### src/rtl/ucode_sequencer_pkg.sv
// Shared CPU types for the micro-code sequencer: flag bundle, condition codes and sequencer states.
package ucode_sequencer_pkg;

  typedef struct packed {
    logic z;
    logic n;
    logic h;
    logic c;
  } flags_t;

  typedef enum logic [1:0] {
    COND_NZ = 2'd0,
    COND_Z  = 2'd1,
    COND_NC = 2'd2,
    COND_C  = 2'd3
  } cond_t;

  typedef enum logic [1:0] {
    ST_RUN  = 2'd0,
    ST_HALT = 2'd1,
    ST_IRQ  = 2'd2
  } seq_state_t;

endpackage

### src/rtl/ucode_sequencer_cond_eval.sv
// Combinational branch-condition evaluator: matched_o is high when cond_i holds for flags_i.
module cond_eval
  import ucode_sequencer_pkg::*;
(
  input  cond_t  cond_i,
  input  flags_t flags_i,
  output logic   matched_o
);

  always_comb begin
    matched_o = 1'b0;
    unique case (cond_i)
      COND_NZ: matched_o = ~flags_i.z;
      COND_Z:  matched_o =  flags_i.z;
      COND_NC: matched_o = ~flags_i.c;
      COND_C:  matched_o =  flags_i.c;
      default: matched_o = 1'b0;
    endcase
  end

endmodule

### src/rtl/ucode_sequencer.sv
// Micro-code step sequencer with RUN/HALT/IRQ states, prefix-opcode handling and a sticky step overflow flag.
// Interrupt entry is built only when SEQ_IRQ_EN is defined; otherwise irq_req merely wakes HALT into RUN.
module ucode_sequencer
  import ucode_sequencer_pkg::*;
#(
  parameter int                STEP_W    = 3,
  parameter int                IR_W      = 8,
  parameter logic [IR_W-1:0]   PREFIX_OP = 8'hCB,
  parameter logic [IR_W-1:0]   HALT_OP   = 8'h76
) (
  input  logic              clk,
  input  logic              rst,
  input  logic              stall,
  input  logic              done,
  input  logic              is_cond,
  input  logic [1:0]        cond,
  input  logic [3:0]        flags,
  input  logic [STEP_W-1:0] next_cond,
  input  logic [IR_W-1:0]   d_in,
  input  logic              irq_req,
  input  logic              ime,
  output logic [IR_W-1:0]   ir,
  output logic [STEP_W-1:0] step,
  output logic              in_prefix,
  output logic              in_irq,
  output logic              halted,
  output logic              step_ovf
);

  seq_state_t        state_q, state_d;
  logic [IR_W-1:0]   ir_q, ir_d;
  logic [STEP_W-1:0] step_q, step_d;
  logic              pre_q, pre_d;
  logic              ovf_q, ovf_d;

  logic              matched;
  logic              irq_take;
  logic [STEP_W-1:0] adv_step;
  logic              adv_ovf;

  cond_eval u_cond_eval (
    .cond_i    (cond_t'(cond)),
    .flags_i   (flags_t'(flags)),
    .matched_o (matched)
  );

`ifdef SEQ_IRQ_EN
  assign irq_take = irq_req & ime;
`else
  logic unused_ime;
  assign unused_ime = ime;
  assign irq_take   = 1'b0;
`endif

  // Step advance shared by RUN and IRQ: a failed condition jumps, anything else increments and may wrap.
  always_comb begin
    adv_step = step_q + 1'b1;
    adv_ovf  = 1'b0;
    if (is_cond && !matched) begin
      adv_step = next_cond;
    end else if (step_q == {STEP_W{1'b1}}) begin
      adv_step = '0;
      adv_ovf  = 1'b1;
    end
  end

  always_ff @(posedge clk) begin
    if (rst) begin
      state_q <= ST_RUN;
      ir_q    <= '0;
      step_q  <= '0;
      pre_q   <= 1'b0;
      ovf_q   <= 1'b0;
    end else begin
      state_q <= state_d;
      ir_q    <= ir_d;
      step_q  <= step_d;
      pre_q   <= pre_d;
      ovf_q   <= ovf_d;
    end
  end

  always_comb begin
    state_d = state_q;
    ir_d    = ir_q;
    step_d  = step_q;
    pre_d   = pre_q;
    ovf_d   = ovf_q;
    if (!stall) begin
      unique case (state_q)
        ST_RUN: begin
          if (done) begin
            if (irq_take) begin
              state_d = ST_IRQ;
              step_d  = '0;
            end else if (ir_q == HALT_OP && !pre_q) begin
              state_d = ST_HALT;
              step_d  = '0;
            end else begin
              ir_d   = d_in;
              step_d = '0;
              pre_d  = 1'b0;
            end
          end else if (ir_q == PREFIX_OP && !pre_q && step_q == '0) begin
            // The second opcode byte replaces the prefix in one cycle; step stays at 0.
            ir_d  = d_in;
            pre_d = 1'b1;
          end else begin
            step_d = adv_step;
            ovf_d  = ovf_q | adv_ovf;
          end
        end
        ST_HALT: begin
          if (irq_req) begin
            step_d = '0;
            if (irq_take) begin
              state_d = ST_IRQ;
            end else begin
              state_d = ST_RUN;
              ir_d    = d_in;
            end
          end
        end
        ST_IRQ: begin
          if (done) begin
            state_d = ST_RUN;
            ir_d    = d_in;
            step_d  = '0;
            pre_d   = 1'b0;
          end else begin
            step_d = adv_step;
            ovf_d  = ovf_q | adv_ovf;
          end
        end
        default: state_d = ST_RUN;
      endcase
    end
  end

  always_comb begin
    halted = (state_q == ST_HALT);
`ifdef SEQ_IRQ_EN
    in_irq = (state_q == ST_IRQ);
`else
    in_irq = 1'b0;
`endif
  end

  assign ir        = ir_q;
  assign step      = step_q;
  assign in_prefix = pre_q;
  assign step_ovf  = ovf_q;

endmodule

### config.mk
export PLATFORM = sky130hd
export DESIGN_NAME = ucode_sequencer
export DESIGN_NICKNAME = d
export VERILOG_FILES = /design/src/rtl/ucode_sequencer_pkg.sv /design/src/rtl/ucode_sequencer_cond_eval.sv /design/src/rtl/ucode_sequencer.sv
export SDC_FILE = /design/constraint.sdc
export NUM_CORES = 1
export LEC_CHECK = 0
export BUFFER_PORTS_ARGS = -buffer_cell sky130_fd_sc_hd__buf_2
export CORE_MARGIN = 5
export CORE_UTILIZATION = 28
export DETAILED_ROUTE_END_ITERATION = 8
export PLACE_DENSITY = 0.55
export SLEW_MARGIN = 20
export SYNTH_ARGS = -nofsm -noshare
export SYNTH_HDL_FRONTEND = slang
export SYNTH_HIERARCHICAL = 1
export SYNTH_SLANG_ARGS = --single-unit
### constraint.sdc
create_clock -name clk -period 1.8 [get_ports clk]
set_input_delay 0.36 -clock clk [delete_from_list [all_inputs] [get_ports clk]]
set_output_delay 0.36 -clock clk [all_outputs]
set_load 0.01 [all_outputs]
==> flow_metrics.py <==
metrics = {
    "clocking": {
        "path_clk_slew_ns": 0.08,
        "cts_tree": "done",
        "postCtsHoldBufs": 0,
        "insertion_delay_ns": 0.28,
        "cts_root_buf": "clkbuf_4",
        "cts.sinks": 14,
        "htree_levels": 1,
        "cts_buffers": 3,
        "cts_buffer_depth": 2,
    },
    "sta": {
        "finalSetupViolations": 0,
        "fin_ws_ns": 0.0836,
        "slew_viol_final": 0,
        "post-route-period-util": 0.954,
        "clock_skew_ns": 0.00335,
        "fmax_ghz": 0.583,
        "layout_min_cycle_time_ns": 1.72,
        "final.setup.tns_ns": 0,
        "hold_viol_final": 0,
        "rsz0062_at_grt": "no",
    },
    "critical_path": {
        "r2r-end": "in_prefix",
        "rrSetupSlack_ns": 0.08,
        "critPathCaptureType": "register",
        "cp_data_required_time_ns": 2.00,
        "worstPathArrival_ns": 1.92,
        "reg2reg_from": "step[1]",
        "reg2regPathDepth": 6,
        "cp_max_fo": 4,
        "crit_type": "register to register",
        "critical_path.startpoint_type": "register",
    },
    "place": {
        "portBuffers": 34,
        "gp_congestion": 0.698,
        "dp_slack_ns": 0.0134,
        "post-dp-hpwl_mm": 1.57,
        "dpl_cell_area_sq_mm": 0.00104,
    },
    "power": {
        "combPwrFrac": 0.225,
        "seq_power_share": 0.510,
        "power.leakage_nw": 0.516,
        "internal_power_mw": 0.481,
        "vdd_ir_drop_max_mv": 0.399,
        "clkPwrFrac": 0.265,
        "switching_share": 0.280,
        "switchingPower_mw": 0.187,
        "power.density_mw_per_mm2": 617,
    },
    "floorplanning": {
        "dieArea_sq_mm": 0.00410,
        "die_y_um": 64.1,
        "ios": 39,
        "start_util": 0.294,
        "rows": 19,
        "die_w_um": 64.1,
        "core_sq_mm": 0.00278,
    },
    "drt": {
        "drt_iter0_drc": 8,
        "drt-total-wl_mm": 1.97,
        "dr.pass1.iters": 3,
        "wl_per_cell_um": 12.5,
        "viasPerCell": 4.81,
        "remaining_drc_errors": 0,
        "ant_nets": 0,
        "dr_total_vias": 755,
    },
    "min_path": {
        "min_path_cells": 2,
        "hold_class": "primary input to register",
        "worstHoldEndpoint": "in_prefix",
        "worstHoldStart": "done",
    },
    "logic_synthesis": {
        "syn-num-nets": 114,
        "ys_async_sr_fraction": 0,
        "ys_types": 32,
        "synth_area_leader_cell": "dfxtp_1",
        "synth_warnings": 6,
        "yosysMostFrequentCell": "nand2_1",
        "synth-main-ff-cell": "dfxtp_1",
        "yosysSeqAreaShare": 0.343,
        "syn_area_sq_um": 818,
        "netlist_top_cells_area": "dfxtp_1 34%, mux2i_1 11%, nand2_1 8.7%, ha_1 4.6%, and4bb_4 4.0%",
        "synthCells": 87,
        "ys_ff_latch": 14,
        "avgSynthCellArea_sq_um": 9.41,
        "synth_top_cell_area_share": 0.343,
        "synth_common_cells": "19 x nand2_1, 14 x dfxtp_1, 9 x mux2i_1",
        "synth_edf_count": 0,
    },
    "finish": {
        "drive_gt1_frac": 0.413,
        "final_util": 0.389,
        "nFillCells": 309,
        "seq_area_sq_um": 282,
        "nets": 155,
        "fin_area_sq_mm": 0.00108,
        "multi_input_area_sq_um": 504,
        "area_delta_synth_final_pct": 32.3,
        "antenna_cells": 0,
    },
    "grt": {
        "grt_pass1_vias": 723,
        "grt-ovfl-total": 0,
        "grtUsageTotal": 0.0959,
        "antenna_found_initial": 0,
        "grt_max_degree": 12,
        "grt_pass1_wl_mm": 3.16,
    },
    "job": {
        "max-cap-violations": 0,
    },
    "run_status": {
        "run_status": "finished, final reports clean",
    },
}
cell families (layout without fill, tap and decap cells):
kind of cell,after synthesis,after routing,synth area share
and+or+nand+nor,36,36,0.261
DFF,14,14,0.343
AOI/OAI and AO/OA,13,13,0.156
muxes,11,11,0.138
buffers and inverters,8,47,0.0413
adders and majority gates,3,3,0.0459
other,1,1,0.00458
xor gates and xnor gates,1,1,0.0107
worst max-delay path by stage:
stage	slack [ns]	from	endpoint
after global placement	0.08	step[1]	ir[3]
after global routing	0.01	step[1]	in_prefix
after detailed placement	0.01	step[1]	ir[6]
after CTS	0.009	step[1]	ir[6]
final	0.08	step[1]	in_prefix
after floorplan	0.11	step[0]	in_prefix
critical path, stage by stage (launching register included):
cell and delay (ns):
dfxtp_2 0.33, inv_1 0.06, ha_1 0.14, and4bb_2 0.27, a31oi_4 0.13, or4_4 0.50, a221oi_2 0.21
cells in the final DEF, fill, tap and decap left out, types with 2 or more instances in the layout:
cell type / netlist / layout
nand2_1: 19 / 19
a21oi_1: 4 / 4
nor3_1: 2 / 2
ha_1: 3 / 3
nor2b_1: 2 / 2
buf_2: 0 / 34
nand4b_1: 2 / 2
a211o_1: 2 / 2
dfxtp_1: 14 / 13
mux2_2: 2 / 2
buf_4: 1 / 3
mux2i_1: 9 / 9
clkbuf_4: 0 / 3
and4bb_4: 2 / 2
nor2_1: 2 / 2
inv_1: 5 / 5
stage by stage:
stage	cells	power (mW)	hold slack, ns
after CTS	156	0.671	0.291
after floorplan	87	0.431	0.426
after detailed placement	153	0.493	0.458
after global placement	153	0.489	0.452
after global routing	157	0.708	0.283
final	157	0.668	0.289
what timing repair did:
| item | CTS | global route |
|---|---|---|
| resized for setup | 0 | 1 |
| endpoints found under the setup margin | 0 | 8 |
| buffers inserted | 0 | 1 |
per-layer routing:
layer	track usage	part of all wire
met1	0.113	0.42
met5	0	0
met3	0.0455	0.079
met2	0.160	0.49
met4	0.0156	0.0071
registers in the layout (all words and copies together), names as in the netlist:
name	cells
ir	8
step_ovf	1
step	3
in_prefix	1
state_q	1
final cells by class:
cell class | count | area share
inverter | 6 | 0.0208
sequential | 14 | 0.260
multi-input combinational | 65 | 0.466
clock buffer | 3 | 0.0208
tap | 31 | 0.0358
timing repair buffer | 38 | 0.197
power groups by stage:
stage	Sequential [mW]	Clock [mW]	Combinational (mW)
after floorplan	0.354	0	0.0771
after global placement	0.347	0	0.142
after detailed placement	0.348	0	0.145
after CTS	0.341	0.184	0.146
after global routing	0.345	0.200	0.164
final	0.341	0.177	0.150
Power figures use the tool's default switching activity.
